<file path="src/rtl/ysyx_23060236_csr_trap_unit_if.sv">
// Retire-side bundle between the EXU and the machine-mode CSR/trap unit.
// The core drives through the master modport; the CSR unit is the slave.
interface ysyx_23060236_csr_trap_unit_if;
  logic        valid;
  logic [11:0] csr_addr;
  logic [1:0]  csr_op;
  logic [31:0] wdata;
  logic [31:0] rdata;
  logic        illegal;
  logic        inst_ecall;
  logic        inst_ebreak;
  logic        inst_mret;
  logic [31:0] epc;
  logic        irq_timer;
  logic        irq_take;
  logic [31:0] jump;
  logic        jump_en;

  modport master (
    output valid, csr_addr, csr_op, wdata, inst_ecall, inst_ebreak, inst_mret, epc, irq_timer,
    input  rdata, illegal, irq_take, jump, jump_en
  );

  modport slave (
    input  valid, csr_addr, csr_op, wdata, inst_ecall, inst_ebreak, inst_mret, epc, irq_timer,
    output rdata, illegal, irq_take, jump, jump_en
  );
endinterface

</file>
<file path="src/rtl/ysyx_23060236_csr_trap_unit.sv">
// Machine-mode CSR file with trap sequencing (irq/ecall/ebreak/illegal/mret).
// Define YSYX_23060236_CSR_COUNTERS_EN to build the 64-bit mcycle/minstret counters.
module ysyx_23060236_csr_trap_unit #(
  parameter logic [31:0] MTVEC_RST     = 32'h0000_0000,
  parameter logic [31:0] MSTATUS_RST   = 32'h0000_1800,
  parameter logic [31:0] MVENDORID_VAL = 32'h7973_7978,
  parameter logic [31:0] MARCHID_VAL   = 32'h015f_df0c
) (
  input logic                          clock,
  input logic                          reset,
  ysyx_23060236_csr_trap_unit_if.slave bus
);

  localparam logic [11:0] ADDR_MSTATUS   = 12'h300;
  localparam logic [11:0] ADDR_MIE       = 12'h304;
  localparam logic [11:0] ADDR_MTVEC     = 12'h305;
  localparam logic [11:0] ADDR_MEPC      = 12'h341;
  localparam logic [11:0] ADDR_MCAUSE    = 12'h342;
  localparam logic [11:0] ADDR_MIP       = 12'h344;
  localparam logic [11:0] ADDR_SATP      = 12'h180;
  localparam logic [11:0] ADDR_MVENDORID = 12'hF11;
  localparam logic [11:0] ADDR_MARCHID   = 12'hF12;
`ifdef YSYX_23060236_CSR_COUNTERS_EN
  localparam logic [11:0] ADDR_MCYCLE    = 12'hB00;
  localparam logic [11:0] ADDR_MCYCLEH   = 12'hB80;
  localparam logic [11:0] ADDR_MINSTRET  = 12'hB02;
  localparam logic [11:0] ADDR_MINSTRETH = 12'hB82;
  localparam logic [11:0] ADDR_CYCLE     = 12'hC00;
  localparam logic [11:0] ADDR_CYCLEH    = 12'hC80;
  localparam logic [11:0] ADDR_INSTRET   = 12'hC02;
  localparam logic [11:0] ADDR_INSTRETH  = 12'hC82;
`endif

  logic [31:0] mstatus_r;
  logic [31:0] mie_r;
  logic [31:0] mtvec_r;
  logic [31:0] mepc_r;
  logic        mcause_int_r;
  logic [5:0]  mcause_code_r;
  logic [31:0] satp_r;

  logic [31:0] old_s;
  logic        hit_s;
  logic        ro_s;
  logic        illegal_s;
  logic [31:0] wval_s;
  logic        irq_s;
  logic        trap_s;
  logic        mret_s;
  logic        wr_s;
  logic [31:0] cause_s;

`ifdef YSYX_23060236_CSR_COUNTERS_EN
  logic [63:0] mcycle_r;
  logic [63:0] minstret_r;
  logic [63:0] mcycle_nx_s;
  logic [63:0] minstret_nx_s;
`endif

  // Read decode: old value, address hit and read-only flag
  always_comb begin
    old_s = 32'h0000_0000;
    hit_s = 1'b1;
    ro_s  = 1'b0;
    case (bus.csr_addr)
      ADDR_MSTATUS:   old_s = mstatus_r;
      ADDR_MIE:       old_s = mie_r;
      ADDR_MTVEC:     old_s = mtvec_r;
      ADDR_MEPC:      old_s = mepc_r;
      ADDR_MCAUSE:    old_s = {mcause_int_r, 25'h0, mcause_code_r};
      ADDR_MIP:       begin old_s = {24'h0, bus.irq_timer, 7'h0}; ro_s = 1'b1; end
      ADDR_SATP:      old_s = satp_r;
      ADDR_MVENDORID: begin old_s = MVENDORID_VAL; ro_s = 1'b1; end
      ADDR_MARCHID:   begin old_s = MARCHID_VAL;   ro_s = 1'b1; end
`ifdef YSYX_23060236_CSR_COUNTERS_EN
      ADDR_MCYCLE:    old_s = mcycle_r[31:0];
      ADDR_MCYCLEH:   old_s = mcycle_r[63:32];
      ADDR_MINSTRET:  old_s = minstret_r[31:0];
      ADDR_MINSTRETH: old_s = minstret_r[63:32];
      ADDR_CYCLE:     begin old_s = mcycle_r[31:0];    ro_s = 1'b1; end
      ADDR_CYCLEH:    begin old_s = mcycle_r[63:32];   ro_s = 1'b1; end
      ADDR_INSTRET:   begin old_s = minstret_r[31:0];  ro_s = 1'b1; end
      ADDR_INSTRETH:  begin old_s = minstret_r[63:32]; ro_s = 1'b1; end
`endif
      default:        hit_s = 1'b0;
    endcase
  end

  // Write value and trap/mret/write arbitration for the retiring instruction
  always_comb begin
    case (bus.csr_op)
      2'b01:   wval_s = bus.wdata;
      2'b10:   wval_s = old_s | bus.wdata;
      2'b11:   wval_s = old_s & ~bus.wdata;
      default: wval_s = old_s;
    endcase
    illegal_s = (bus.csr_op != 2'b00) && (!hit_s || ro_s);
    irq_s     = bus.valid && mstatus_r[3] && mie_r[7] && bus.irq_timer;
    trap_s    = bus.valid && (irq_s || bus.inst_ecall || bus.inst_ebreak || illegal_s);
    mret_s    = bus.valid && !trap_s && bus.inst_mret;
    wr_s      = bus.valid && !trap_s && !bus.inst_mret && (bus.csr_op != 2'b00);
    if (irq_s) begin
      cause_s = 32'h8000_0007;
    end else if (bus.inst_ecall) begin
      cause_s = 32'd11;
    end else if (bus.inst_ebreak) begin
      cause_s = 32'd3;
    end else begin
      cause_s = 32'd2;
    end
  end

  // Outputs: old value, redirect target and interrupt acceptance
  always_comb begin
    bus.rdata    = illegal_s ? 32'h0000_0000 : old_s;
    bus.illegal  = illegal_s;
    bus.irq_take = irq_s;
    bus.jump_en  = trap_s || mret_s;
    if (trap_s) begin
      bus.jump = mtvec_r;
    end else if (mret_s) begin
      bus.jump = mepc_r;
    end else begin
      bus.jump = 32'h0000_0000;
    end
  end

  // mstatus: trap pushes MIE into MPIE and forces MPP=11; mret pops it back
  always_ff @(posedge clock or posedge reset) begin
    if (reset) begin
      mstatus_r <= MSTATUS_RST;
    end else if (trap_s) begin
      mstatus_r <= {mstatus_r[31:13], 2'b11, mstatus_r[10:8], mstatus_r[3],
                    mstatus_r[6:4], 1'b0, mstatus_r[2:0]};
    end else if (mret_s) begin
      mstatus_r <= {mstatus_r[31:8], 1'b1, mstatus_r[6:4], mstatus_r[7], mstatus_r[2:0]};
    end else if (wr_s && bus.csr_addr == ADDR_MSTATUS) begin
      mstatus_r <= wval_s;
    end
  end

  // Remaining machine CSRs; low two bits of mepc/mtvec are held at zero
  always_ff @(posedge clock or posedge reset) begin
    if (reset) begin
      mie_r         <= 32'h0000_0000;
      mtvec_r       <= {MTVEC_RST[31:2], 2'b00};
      mepc_r        <= 32'h0000_0000;
      mcause_int_r  <= 1'b0;
      mcause_code_r <= 6'h00;
      satp_r        <= 32'h0000_0000;
    end else if (trap_s) begin
      mepc_r        <= {bus.epc[31:2], 2'b00};
      mcause_int_r  <= cause_s[31];
      mcause_code_r <= cause_s[5:0];
    end else if (wr_s) begin
      case (bus.csr_addr)
        ADDR_MIE:    mie_r   <= wval_s;
        ADDR_MTVEC:  mtvec_r <= {wval_s[31:2], 2'b00};
        ADDR_MEPC:   mepc_r  <= {wval_s[31:2], 2'b00};
        ADDR_MCAUSE: begin mcause_int_r <= wval_s[31]; mcause_code_r <= wval_s[5:0]; end
        ADDR_SATP:   satp_r  <= wval_s;
        default:     mie_r   <= mie_r;
      endcase
    end
  end

`ifdef YSYX_23060236_CSR_COUNTERS_EN
  // Counter next values: a write to either half replaces that cycle's increment
  always_comb begin
    if (wr_s && bus.csr_addr == ADDR_MCYCLE) begin
      mcycle_nx_s = {mcycle_r[63:32], wval_s};
    end else if (wr_s && bus.csr_addr == ADDR_MCYCLEH) begin
      mcycle_nx_s = {wval_s, mcycle_r[31:0]};
    end else begin
      mcycle_nx_s = mcycle_r + 64'd1;
    end
    if (wr_s && bus.csr_addr == ADDR_MINSTRET) begin
      minstret_nx_s = {minstret_r[63:32], wval_s};
    end else if (wr_s && bus.csr_addr == ADDR_MINSTRETH) begin
      minstret_nx_s = {wval_s, minstret_r[31:0]};
    end else if (bus.valid && !trap_s) begin
      minstret_nx_s = minstret_r + 64'd1;
    end else begin
      minstret_nx_s = minstret_r;
    end
  end

  // Counter registers
  always_ff @(posedge clock or posedge reset) begin
    if (reset) begin
      mcycle_r   <= 64'd0;
      minstret_r <= 64'd0;
    end else begin
      mcycle_r   <= mcycle_nx_s;
      minstret_r <= minstret_nx_s;
    end
  end
`endif

endmodule
</file>
<file path="src/flat_wrapper.sv">
// flat-port wrapper written by rule: the top's interface ports become plain ports
module ysyx_23060236_csr_trap_unit_flat 
#(
  parameter logic [31:0] MTVEC_RST     = 32'h0000_0000,
  parameter logic [31:0] MSTATUS_RST   = 32'h0000_1800,
  parameter logic [31:0] MVENDORID_VAL = 32'h7973_7978,
  parameter logic [31:0] MARCHID_VAL   = 32'h015f_df0c
)
  (clock, reset, bus_valid, bus_csr_addr, bus_csr_op, bus_wdata, bus_inst_ecall, bus_inst_ebreak, bus_inst_mret, bus_epc, bus_irq_timer, bus_rdata, bus_illegal, bus_irq_take, bus_jump, bus_jump_en);
  ysyx_23060236_csr_trap_unit_if bus_i ();
  input logic clock;
  input logic reset;
  input wire logic [$bits(bus_i.valid)-1:0] bus_valid;
  input wire logic [$bits(bus_i.csr_addr)-1:0] bus_csr_addr;
  input wire logic [$bits(bus_i.csr_op)-1:0] bus_csr_op;
  input wire logic [$bits(bus_i.wdata)-1:0] bus_wdata;
  input wire logic [$bits(bus_i.inst_ecall)-1:0] bus_inst_ecall;
  input wire logic [$bits(bus_i.inst_ebreak)-1:0] bus_inst_ebreak;
  input wire logic [$bits(bus_i.inst_mret)-1:0] bus_inst_mret;
  input wire logic [$bits(bus_i.epc)-1:0] bus_epc;
  input wire logic [$bits(bus_i.irq_timer)-1:0] bus_irq_timer;
  output wire logic [$bits(bus_i.rdata)-1:0] bus_rdata;
  output wire logic [$bits(bus_i.illegal)-1:0] bus_illegal;
  output wire logic [$bits(bus_i.irq_take)-1:0] bus_irq_take;
  output wire logic [$bits(bus_i.jump)-1:0] bus_jump;
  output wire logic [$bits(bus_i.jump_en)-1:0] bus_jump_en;
  assign bus_i.valid = bus_valid;
  assign bus_i.csr_addr = bus_csr_addr;
  assign bus_i.csr_op = bus_csr_op;
  assign bus_i.wdata = bus_wdata;
  assign bus_i.inst_ecall = bus_inst_ecall;
  assign bus_i.inst_ebreak = bus_inst_ebreak;
  assign bus_i.inst_mret = bus_inst_mret;
  assign bus_i.epc = bus_epc;
  assign bus_i.irq_timer = bus_irq_timer;
  assign bus_rdata = bus_i.rdata;
  assign bus_illegal = bus_i.illegal;
  assign bus_irq_take = bus_i.irq_take;
  assign bus_jump = bus_i.jump;
  assign bus_jump_en = bus_i.jump_en;
  ysyx_23060236_csr_trap_unit #(.MTVEC_RST(MTVEC_RST), .MSTATUS_RST(MSTATUS_RST), .MVENDORID_VAL(MVENDORID_VAL), .MARCHID_VAL(MARCHID_VAL)) u_core (.clock(clock), .reset(reset), .bus(bus_i));
endmodule
</file>
<file path="config.mk">
export PLATFORM = sky130hd
export DESIGN_NAME = ysyx_23060236_csr_trap_unit_flat
export DESIGN_NICKNAME = d
export VERILOG_FILES = /design/src/rtl/ysyx_23060236_csr_trap_unit_if.sv /design/src/rtl/ysyx_23060236_csr_trap_unit.sv /design/src/flat_wrapper.sv
export SDC_FILE = /design/constraint.sdc
export NUM_CORES = 1
export LEC_CHECK = 0
export CAP_MARGIN = 20
export CORE_MARGIN = 5
export CORE_UTILIZATION = 35
export DETAILED_ROUTE_END_ITERATION = 6
export PLACE_DENSITY = 0.65
export SLEW_MARGIN = 40
export SYNTH_ARGS = -nofsm -noshare
export SYNTH_HDL_FRONTEND = slang
export SYNTH_SLANG_ARGS = --single-unit
</file>
<file path="constraint.sdc">
create_clock -name clock -period 5.4 [get_ports clock]
set_input_delay 1.08 -clock clock [delete_from_list [all_inputs] [get_ports clock]]
set_output_delay 1.08 -clock clock [all_outputs]
set_load 0.01 [all_outputs]
</file>
* Word-level counts from Yosys, hierarchy flattened
Index checks and enable logic that the tools add are counted.
Cells by class: multiply operators 0, shifts and indexed selects 0, bitwise operators 5, reduce and logical (&&, ||, !) cells 33, equality and inequality tests 13, divide/modulo/power cells 0, add/subtract/negate cells 0, mux-type cells 22, magnitude comparators 0
Operator list (number):
- 32-bit one-hot mux with 9 select lines | 1
- 32-bit 2-to-1 mux | 8
- 32-bit one-hot mux with 3 select lines | 1
- 12-bit by 10-bit equality test with 1-bit output, second input constant | 6
- 13-bit 2-to-1 mux | 3
- 32-bit bitwise AND | 1
- 32-bit inverter | 1
- 32-bit bitwise OR | 1
- 12-bit equality test, second input constant | 2
- 6-bit 2-to-1 mux | 3
- 12-bit by 9-bit equality test with 1-bit output, second input constant | 1
- 3-bit AND reduction | 4
- 1-bit logical AND | 10
- 2-bit nonzero test | 5
- 9-bit OR reduction | 1
- 1-bit 2-to-1 mux | 6
- 2-bit AND reduction | 3
- 1-bit logical OR | 5
- 2-bit equality test, second input constant | 2
- 1-bit zero test | 3
- 3-bit nonzero test | 1
- 3-bit OR reduction | 1
- 2-bit by 1-bit equality test with 1-bit output, second input constant | 1
- 2-bit by 1-bit != test with 1-bit output, second input constant | 1
- 1-bit inverter | 2
Word-level totals: bits in registers 165, word-level logic and storage cells 82, output and inout port bits 67, bits in read-only memories 0, bits of input ports 85, latch bits 0, memories 0, bits in writable memories 0

* Logic depth before layout (Yosys ltp)
depth in word-level cells 16, depth in mapped cells 9, gate-level depth less buffers 6

* Least setup slack after synthesis
Ideal clock, no wire load.
kind input -> output, start point in bus_valid, end point out bus_jump[20], required time 4320 ps, path slack 1689 ps, path buffers 3, stages 8, arrival time 2631 ps, path through clkbuf_1 > and4_1 > nand2b_1 > o21a_1 > a41o_1 > buf_2 > buf_2 > a22o_1
Between the ends: cells in the longest elaborated chain, start to end 12
Ends and longest elaborated chain:
- start, declared | RTL line flat_wrapper.sv:13 | input wire logic [$bits(bus_i.valid)-1:0] bus_valid;
- 1-bit logical AND * (3 in series) | RTL line ysyx_23060236_csr_trap_unit.sv:98 | irq_s = bus.valid && mstatus_r[3] && mie_r[7] && bus.irq_timer;
- named net bus_irq_take | RTL line flat_wrapper.sv:24 | output wire logic [$bits(bus_i.irq_take)-1:0] bus_irq_take;
- 1-bit logical OR * (3 in series) | RTL line ysyx_23060236_csr_trap_unit.sv:99 | trap_s = bus.valid && (irq_s || bus.inst_ecall || bus.inst_ebreak || illegal_s);
- 1-bit logical AND * | RTL line ysyx_23060236_csr_trap_unit.sv:99
- 1-bit zero test | RTL line ysyx_23060236_csr_trap_unit.sv:100 | mret_s = bus.valid && !trap_s && bus.inst_mret;
- 1-bit logical AND (2 in series) | RTL line ysyx_23060236_csr_trap_unit.sv:100
- 32-bit 2-to-1 mux | RTL line ysyx_23060236_csr_trap_unit.sv:121 | end else if (mret_s) begin
- 32-bit 2-to-1 mux * | RTL line ysyx_23060236_csr_trap_unit.sv:119 | if (trap_s) begin
- end, declared | RTL line flat_wrapper.sv:25 | output wire logic [$bits(bus_i.jump)-1:0] bus_jump;
The timed path passes the listed nets; every way through them passes the cells marked *.

* Final worst setup path
start point in bus_csr_addr[2], end point out bus_jump[13]
Between the ends: cells in the longest elaborated chain, start to end 13, elaborated cells between the ends (all ways) 23, those cells by class eq/ne (9); mux (4); reduce/logical (10)
Ends and longest elaborated chain:
- start, declared | RTL line flat_wrapper.sv:14 | input wire logic [$bits(bus_i.csr_addr)-1:0] bus_csr_addr;
- 12-bit by 10-bit equality test with 1-bit output (tied with other cells) | RTL line ysyx_23060236_csr_trap_unit.sv:65 | case (bus.csr_addr)
- 9-bit OR reduction (no source line)
- 1-bit 2-to-1 mux | RTL line ysyx_23060236_csr_trap_unit.sv:65
- 1-bit zero test | RTL line ysyx_23060236_csr_trap_unit.sv:97 | illegal_s = (bus.csr_op != 2'b00) && (!hit_s || ro_s);
- 1-bit logical OR * | RTL line ysyx_23060236_csr_trap_unit.sv:97
- 1-bit logical AND * | RTL line ysyx_23060236_csr_trap_unit.sv:97
- 1-bit logical OR * | RTL line ysyx_23060236_csr_trap_unit.sv:99
- 1-bit logical AND * | RTL line ysyx_23060236_csr_trap_unit.sv:99
- 1-bit zero test | RTL line ysyx_23060236_csr_trap_unit.sv:100
- 1-bit logical AND (2 in series) | RTL line ysyx_23060236_csr_trap_unit.sv:100
- 32-bit 2-to-1 mux | RTL line ysyx_23060236_csr_trap_unit.sv:121
- 32-bit 2-to-1 mux * | RTL line ysyx_23060236_csr_trap_unit.sv:119
Mark *: on every way between the ends. The rest lies on a longest branch, timed or not.

==> metrics.txt <==
GRT Overall Usage=0.2303; Crit Path Max Fanout=46; Post-CTS Resized=0; detailed placement HPWL=24.46 mm; Overflow after GRT=0; number of CTS-inserted buffers=17; post-detailed-route count of antenna-violating nets=0; CP Launch Type=input port; via count=slightly above 9,000; DRT Wirelength=35.45 mm; period utilization=0.9379; drt wl/cell=22.50 um; Max VDD drop=around 200 uV; RSZ-0062 raised after global routing=false; area of the core=between 20,000 and 30,000 um2; post-synth top area share=0.4243; die width=174.7 um; Initial Util=0.3543; Synth warnings=0; final hold vios=0; Slew HR=0.4429; row cnt=60; synthesized instance count=between 1,000 and 1,500; CP Data Arrival Time=3980 ps; minimum clock period=5064 ps; RR Startpoint=u_core.mstatus_r[3]$_DFFE_PP0P_; Fin Setup TNS=0 ps; Distinct cells, synth=84; GP Congestion=roughly 0.9; Pins Over Slew Limit=0; critical path data required time=4320 ps; Seq cells post-synth=approximately 160; DRC errors left=0; Mapped Area=9495 um2; Hold Path Depth=2; ant diodes=0; post-synthesis average cell area=8.792 um2; hold crit path type=flip-flop to flip-flop; PwrDens=250.2 nW/um2; Worst Setup SP=bus_csr_addr[2]; drt first-iter violations=927; Setup crit end kind=primary output; Worst-Skew Late Latency=440 ps; H-Tree Depth=4; post-synthesis cell type with the largest combined area=dfrtp_1; layout cells sized above 1=0.1288; sequential cell area=approximately 4000 um2; Main synth FF type=dfrtp_1; async set-reset flop share out of synthesis=1.000; Lkg Pwr=5.041 nW; IO Port Bufs=147; CTS root buffer=clkbuf_16; Clk pin slew, worst setup/hold paths=60 ps; first-pass GRT wire length=54.99 mm; postcts setup bufs=0; vias in the first global route=9,392; CTS max path bufs=2; worst slew pin tran=832.5 ps; Finish-stage setup viols=0; fill cell count=2,548; Vias/cell=about 5.9; Multi-input gate area=4956 um2; outcome=finished clean; Layout area overhead=28.42%; Area contributors post-synth=dfrtp_1 (42%), nand2_1 (6.4%), o21ai_0 (4.6%); Hold Buf Count CTS=0; Total Die Area=30,520 um2; Top Ports=152; largest net degree at the start of global routing=73; drt pass-1 iters=5; Worst Path Class, Setup=input port to primary output; hold slack final=~480 ps; Worst Hold Launch=u_core.satp_r[31]$_DFFE_PP0P_; TritonCTS clock tree=done; Clock Skew=about 10 ps; Reg2Reg Depth=7; Max Cap Viol=0; Post-synth EDFFs=0; CTS sink count=163; initial antenna violation count=2; Die Y=about 170 um; fmax=between 150 and 200 MHz; register area share after synthesis=0.4298; count of nets after finishing=1,306
## placed cells by master, fill, tap and decap left out, drive strengths merged, types with 15 or more instances in the layout
master	count
a21oi	73
a22o	36
a22oi	22
and3	16
buf	60
clkbuf	19
clkdlybuf4s50	146
dfrtp	161
mux2	23
mux2i	15
nand2	163
nand3	59
nor2	96
o211ai	23
o21ai	115
## area by class of cell
| class | count | area share |
|---|---|---|
| Sequential cell | 163 | 0.3347 |
| Clock inverter | 13 | 0.01980 |
| Inverter | 10 | 0.003386 |
| Timing Repair Buffer | 206 | 0.1644 |
| Tap cell | 341 | 0.03499 |
| Clock buffer | 19 | 0.03632 |
| Multi-Input combinational cell | 823 | 0.4064 |
## path summary, 6_finish.rpt
kind	end	slack, ps
worst max-delay path	bus_jump[13]	340
worst min-delay path	u_core.satp_r[31]$_DFFE_PP0P_	480
worst max register to register	u_core.mtvec_r[28]$_DFFE_PP0P_	3050
worst min register to register	u_core.satp_r[31]$_DFFE_PP0P_	480
max in group asynchronous	u_core.mtvec_r[8]$_DFFE_PP0P_	3480
min in group asynchronous	u_core.mie_r[5]$_DFFE_PP0P_	1040
## through the flow
stage	util	setup WS, ps	total power, mW	instance area, um2	std cells
global route	0.4550	190.2	3.150	12190	1575
CTS	0.4548	350.9	3.062	12190	1575
global placement	0.4282	388.2	1.638	11480	1542
floorplan	-	1689	1.474	9503	1081
detailed placement	0.4292	358.4	1.645	11500	1543
finish	0.4550	335.5	3.051	12190	1575
## sequential cells by signal (all words and copies together), names as in the netlist
name and cells:
u_core.mie_r 32, u_core.mstatus_r 32, u_core.satp_r 32, u_core.mepc_r 30, u_core.mtvec_r 30, u_core.mcause_code_r 6
u_core.mcause_int_r 1
## metal layers
metal,global-route usage,vias to the layer above,share of wire
met2,0.3593,494,0.46
li1,-,4259,-
met1,0.3048,4478,0.41
met5,0,-,0.00076
met3,0.05690,91,0.090
met4,0.1008,4,0.040
## where the power goes
part           switching, mW  internal [mW]
Clock                  0.534          0.889
Sequential            0.0257           1.25
Combinational          0.211          0.143
## cells by family (layout without fill, tap and decap cells)
kind of cell           count (synthesis)  count (layout)  synth area share
AND/OR/NAND/NOR                      401             401            0.2013
other                                  1               2         0.0003949
AO/OA/AOI/OAI                        374             374            0.2659
buffers and inverters                 95             248           0.05205
multiplexers                          38              38           0.04309
XOR/XNOR                               8               8          0.007379
flip-flops                           163             163            0.4298
## Yosys cell counts (22+ instances only)
cell type / instances
a21oi_1: 73
a22o_1: 36
a22oi_1: 22
buf_2: 32
clkbuf_1: 32
dfrtp_1: 161
mux2_2: 23
nand2_1: 162
nand3_1: 58
nor2_1: 91
o211ai_1: 22
o21ai_0: 87
o21ai_1: 28
## worst max-delay path, cell delays in order
cell and delay [ps]:
clkdlybuf4s50_1 450, buf_12 200, nor4b_2 410, nand2_1 290, a41o_2 490, buf_12 240
a22o_1 310, clkdlybuf4s50_1 500
(Power assumes the default switching activity.)
